`config.mk`:
```
export PLATFORM = sky130hd
export DESIGN_NAME = fetch_controller_flat
export DESIGN_NICKNAME = d
export VERILOG_FILES = /design/src/rtl/fetch_controller_if.sv /design/src/rtl/fetch_controller.sv /design/src/flat_wrapper.sv
export SDC_FILE = /design/constraint.sdc
export NUM_CORES = 1
export LEC_CHECK = 0
export CORE_MARGIN = 2
export CORE_UTILIZATION = 30
export CTS_CLUSTER_DIAMETER = 60
export DETAILED_ROUTE_END_ITERATION = 8
export PLACE_DENSITY = 0.6
export SKIP_CTS_REPAIR_TIMING = 1
export SYNTH_ARGS = -nofsm -noshare
export SYNTH_HDL_FRONTEND = slang
export SYNTH_SLANG_ARGS = --single-unit
```
`constraint.sdc`:
```
create_clock -name clk -period 4.56 [get_ports clk]
set_clock_uncertainty 0.1 [all_clocks]
set_input_delay 1.14 -clock clk [delete_from_list [all_inputs] [get_ports clk]]
set_output_delay 1.14 -clock clk [all_outputs]
set_load 0.05 [all_outputs]
```
`src/rtl/fetch_controller_if.sv`:
```
// Fetch controller bus bundle: instruction-memory port, output word handshake and redirect.
// The master modport is the fetch controller side; the slave modport is the memory/consumer side.
interface fetch_controller_if;
    logic [31:0] imem_addr;
    logic [31:0] imem_data;
    logic        out_valid;
    logic        out_ready;
    logic [31:0] out_instr;
    logic [31:0] out_pc;
    logic        redirect_valid;
    logic [31:0] redirect_pc;

    modport master (
        output imem_addr, out_valid, out_instr, out_pc,
        input  imem_data, out_ready, redirect_valid, redirect_pc
    );

    modport slave (
        input  imem_addr, out_valid, out_instr, out_pc,
        output imem_data, out_ready, redirect_valid, redirect_pc
    );
endinterface

```
`src/rtl/fetch_controller.sv`:
```
// Instruction fetch controller: one-deep output register fed from a combinational imem.
// Optional macro FETCH_TRACE_EN compiles in a simulation trace of handshakes and halts.
module fetch_controller #(
    parameter logic [31:0] RESET_PC  = 32'h0000_0000,
    parameter int          MEM_DEPTH = 32,
    parameter logic [31:0] HALT_WORD = 32'hFFFF_FFFF
) (
    input  logic                clk,
    input  logic                reset,
    fetch_controller_if.master  bus,
    output logic                halted,
    output logic                error,
    output logic [31:0]         fetch_count
);
    localparam logic [31:0] DEPTH = 32'(MEM_DEPTH);

    typedef enum logic [1:0] {IDLE, RUN, HALT} state_t;

    state_t      state, state_n;
    logic [31:0] pc, pc_n;
    logic [31:0] instr_q, instr_n;
    logic [31:0] opc_q, opc_n;
    logic        valid_q, valid_n;
    logic        err_n;
    logic [31:0] count_n;
    logic        handshake;
    logic        load;

    assign handshake = valid_q && bus.out_ready;
    assign load      = (state == RUN) && (!valid_q || bus.out_ready);

    // NOTE: state registers use non-blocking assignments so every flop samples pre-edge values.
    always_ff @(posedge clk or posedge reset) begin
        if (reset) begin
            state       <= IDLE;
            pc          <= RESET_PC;
            instr_q     <= '0;
            opc_q       <= '0;
            valid_q     <= 1'b0;
            error       <= 1'b0;
            fetch_count <= '0;
        end else begin
            state       <= state_n;
            pc          <= pc_n;
            instr_q     <= instr_n;
            opc_q       <= opc_n;
            valid_q     <= valid_n;
            error       <= err_n;
            fetch_count <= count_n;
        end
    end

    always_comb begin
        // NOTE: every variable gets a hold default first so no path infers a latch.
        state_n = state;
        pc_n    = pc;
        instr_n = instr_q;
        opc_n   = opc_q;
        valid_n = valid_q;
        err_n   = error;
        count_n = fetch_count;

        if (bus.redirect_valid) begin
            // Redirect wins outright; a coincident handshake is dropped uncounted.
            state_n = RUN;
            pc_n    = bus.redirect_pc;
            valid_n = 1'b0;
            err_n   = 1'b0;
        end else begin
            if (handshake) begin
                valid_n = 1'b0;
                if (fetch_count != 32'hFFFF_FFFF) count_n = fetch_count + 32'd1;
            end
            unique case (state)
                IDLE: state_n = RUN;
                RUN: begin
                    if (load) begin
                        if (pc < DEPTH) begin
                            instr_n = bus.imem_data;
                            opc_n   = pc;
                            valid_n = 1'b1;
                            if (bus.imem_data == HALT_WORD) state_n = HALT;
                            else                            pc_n    = pc + 32'd1;
                        end else begin
                            valid_n = 1'b0;
                            err_n   = 1'b1;
                            state_n = HALT;
                        end
                    end
                end
                HALT: ;
                default: state_n = IDLE;
            endcase
        end
    end

    assign bus.imem_addr = pc;
    assign bus.out_valid = valid_q;
    assign bus.out_instr = instr_q;
    assign bus.out_pc    = opc_q;
    assign halted        = (state == HALT);

`ifdef FETCH_TRACE_EN
    always @(posedge clk) begin
        if (!reset) begin
            if (handshake && !bus.redirect_valid)
                $display("FETCH pc=%h instr=%h", opc_q, instr_q);
            if (state != HALT && state_n == HALT)
                $display(err_n ? "FETCH ERROR" : "FETCH HALT");
        end
    end
`endif
endmodule

```
`src/flat_wrapper.sv`:
```
// flat-port wrapper written by rule: the top's interface ports become plain ports
module fetch_controller_flat 
#(
    parameter logic [31:0] RESET_PC  = 32'h0000_0000,
    parameter int          MEM_DEPTH = 32,
    parameter logic [31:0] HALT_WORD = 32'hFFFF_FFFF
)
  (clk, reset, halted, error, fetch_count, bus_imem_addr, bus_out_valid, bus_out_instr, bus_out_pc, bus_imem_data, bus_out_ready, bus_redirect_valid, bus_redirect_pc);
  fetch_controller_if bus_i ();
  input  logic clk;
  input  logic reset;
  output logic halted;
  output logic error;
  output logic [31:0] fetch_count;
  output wire logic [$bits(bus_i.imem_addr)-1:0] bus_imem_addr;
  output wire logic [$bits(bus_i.out_valid)-1:0] bus_out_valid;
  output wire logic [$bits(bus_i.out_instr)-1:0] bus_out_instr;
  output wire logic [$bits(bus_i.out_pc)-1:0] bus_out_pc;
  input wire logic [$bits(bus_i.imem_data)-1:0] bus_imem_data;
  input wire logic [$bits(bus_i.out_ready)-1:0] bus_out_ready;
  input wire logic [$bits(bus_i.redirect_valid)-1:0] bus_redirect_valid;
  input wire logic [$bits(bus_i.redirect_pc)-1:0] bus_redirect_pc;
  assign bus_imem_addr = bus_i.imem_addr;
  assign bus_out_valid = bus_i.out_valid;
  assign bus_out_instr = bus_i.out_instr;
  assign bus_out_pc = bus_i.out_pc;
  assign bus_i.imem_data = bus_imem_data;
  assign bus_i.out_ready = bus_out_ready;
  assign bus_i.redirect_valid = bus_redirect_valid;
  assign bus_i.redirect_pc = bus_redirect_pc;
  fetch_controller #(.RESET_PC(RESET_PC), .MEM_DEPTH(MEM_DEPTH), .HALT_WORD(HALT_WORD)) u_core (.clk(clk), .reset(reset), .bus(bus_i), .halted(halted), .error(error), .fetch_count(fetch_count));
endmodule
```
==> results.md <==
* Result of the run: finished, final reports clean
* Startpoint Class: register
* Worst hold path class: register to register
* Pleak at roughly 3.6 nW
* Number of enable flip-flop cells after synthesis at 0
* CP Max Fanout at 3
* CP Cell Sequence: nand2b_1 > inv_1 > clkdlybuf4s50_1
* DRT Pass-1 Iters at 4
* CTS tree: yes
* Clock Sinks at approximately 130
* Initial antenna violation count at 0
* Combinational share of power at 11.3%
* Setup violators final at 0
* Ys flop type: dfrtp_1
* WL per Instance at 15.8 µm
* Netlist Area Pre-Place at ~5500 µm²
* Initial Utilization at between 30 and 40%
* Remaining DRCs at 0
* Worst vdd ir at roughly 0.00024 V
* Worst-skew pair later-pin latency at approximately 400 ps
* Fmax achieved at approximately 320 MHz
* Layout area overhead at 50.9%
* H-tree level count at 4
* Sequential element share of the synthesized area at ~60%
* RSZ-0062 raised after global routing: false
* TritonCTS buffer count at 17
* Hpwl dp at approximately 10 mm
* Vias at a little over 4000
* Share of flip-flops with an asynchronous set or reset at 100%
* Share of cells above drive strength 1 at 16.8%
* CTS clk-pin slew, worst paths at ~60 ps
* Clock network fraction of total power at a little under half
* Core box area at ~18000 µm²
* CP Class: register to output port
* # IOs at around 200
* Sequential share of power at between 40% and 50%
* Post-Place Setup Slack at 1050 ps
* GRT Overall Usage at between 10% and 20%
* Tightest Pin Transition at 977 ps
* Hold Worst Slack at about 400 ps
* Clock Tree Buf Depth at 2
* Number of buffers added on ports at about 200
* Setup TNS at 0 ps
* Fin nets at 698
* Row Count at just under 50
* Die height at between 100 and 150 µm
* First-iteration detailed-routing DRC count at roughly 130
* Die width at 139 µm
* Most common cell after layout, fill and taps aside: clkdlybuf4s50_1
* Most frequent cells in the layout: clkdlybuf4s50_1 (197), dfrtp_1 (132), mux2_2 (63), nor2b_1 (31), xnor2_1 (22)
* Worst EP arrival at roughly 1900 ps
* CP required at 3320 ps
* Largest net degree at the start of global routing at a little over 70
* Cells after Synth at between 400 and 500
* Fin crit share at roughly two thirds
* Worst path max stage delay at around 840 ps
* Routed WL at around 14 mm
* Via-per-instance ratio at between 4 and 5
* Vias in the first global route at about 4300
* Setup crit end kind: output port
* Switching pwr at approximately 0.73 mW
* Fin crit period at roughly 3100 ps
* Synth cell types at between 40 and 50
* Cell internal pwr at approximately 2.2 mW
* #FFs+latches synth at 132
* Slowest CP cell: clkdlybuf4s50_1
* Clk root buf: clkbuf_16
* Switching Share at between 20 and 25%
* Final Hold Vio Count at 0
* Core Util, Final at 46.1%
* Cell Pwr Density at 356 nW/µm²
* Ant diodes at 0
* Syn_area_per_cell at 13.0 µm²
* Die footprint at ~19000 µm²
* Max Transition Viols Final at 0
* Syn Nets at 494
* Gpl congestion at roughly 0.8
* Max-cap viol count at 0
* First-pass GRT wire length at about 22 mm
* Antenna-violating nets left at 0
* Yosys warnings at 0
* Total grt overflow at 0
* Setup WS post-layout at between 1000 and 1500 ps
* Headroom to the max-slew limit at around a third
==> registers in the layout, summed over array words and instances, names as in the netlist <==
register and flops:
u_core.state 2, u_core.bus.out_valid 1, u_core.bus.out_instr 32, u_core.error 1
u_core.bus.out_pc 32, u_core.bus.imem_addr 32, u_core.fetch_count 32
==> worst max-delay path, delay by kind of cell (launching register included) <==
family,cells,cell delay [ps]
AND/OR/NAND/NOR,1,160
flip-flops,1,380
buffers and inverters,2,900
==> logic make-up after synthesis <==
| group | share of synthesized area, % |
|---|---|
| AND/OR/NAND/NOR | 16.1 |
| XOR/XNOR | 4.94 |
| adder cells (fa/ha/maj) | 0.456 |
| multiplexers | 13.7 |
| buffers and inverters | 2.67 |
| flip-flops | 60.2 |
| AO/OA/AOI/OAI | 1.98 |
==> Yosys cell counts, drive strengths merged, types with 2 or more instances <==
cell	n	area share, %
dfrtp	132	60
mux2	64	13
nor2b	31	3.5
nand2	22	1.6
nand4	22	2.6
xnor2	22	3.5
nand3	16	1.5
nor2	14	0.96
nor3	14	1.5
buf	10	1.7
nor4	10	1.1
xor2	9	1.4
clkbuf	7	0.48
inv	7	0.48
a21oi	6	0.55
and4	6	0.98
and2	4	0.46
and3	4	0.48
mux2i	3	0.55
ha	2	0.46
nand2b	2	0.23
o21ai	2	0.18
o311ai	2	0.32
or3b	2	0.32
==> through the flow <==
step / total power [mW] / cell area (µm²) / cells
CTS: 2.99 / 8280 / 870
finish: 2.95 / 8280 / 870
detailed placement: 1.59 / 7680 / 838
global route: 3.07 / 8280 / 870
floorplan: 1.44 / 5500 / 424
global placement: 1.59 / 7680 / 838
==> layer usage <==
layer  vias up  GRT usage [%]  wire length (µm)
li1       1913              -                 -
met1      1990           18.3              5940
met2       121           23.8              6740
met3        13           4.68               895
met4         0           4.20               141
met5         -              0                 0
==> power by group through the flow <==
stage                     Sequential [mW]  Clock, mW  Combinational (mW)
after floorplan                      1.36          0              0.0769
after global placement               1.26          0               0.333
after detailed placement             1.26          0               0.337
after CTS                            1.24       1.42               0.338
after global routing                 1.24       1.47               0.354
final                                1.24       1.38               0.333
==> path summary, 6_finish.rpt <==
kind,startpoint,end,slack (ps),cells past startpoint
worst max-delay path,u_core.state[0],halted,1460,3
max in group asynchronous,reset,u_core.bus.out_instr[20],2570,3
worst min register to register,u_core.bus.out_pc[30],u_core.bus.out_pc[30],400,1
worst max register to register,u_core.bus.imem_addr[13],u_core.bus.out_instr[9],1610,6
worst min-delay path,u_core.bus.out_pc[30],u_core.bus.out_pc[30],400,1
min in group asynchronous,reset,u_core.bus.imem_addr[24],1070,3
==> cell type report <==
type | instances | area (µm²)
fillers | 1593 | 9680
repair buffers | 202 | 2020
inverters | 7 | 30.0
clock buffers | 20 | 447
multi-input cells | 268 | 2040
well taps | 229 | 287
clock inverters | 12 | 156
flip-flops and latches | 132 | 3300
Power figures use the tool's default switching activity.
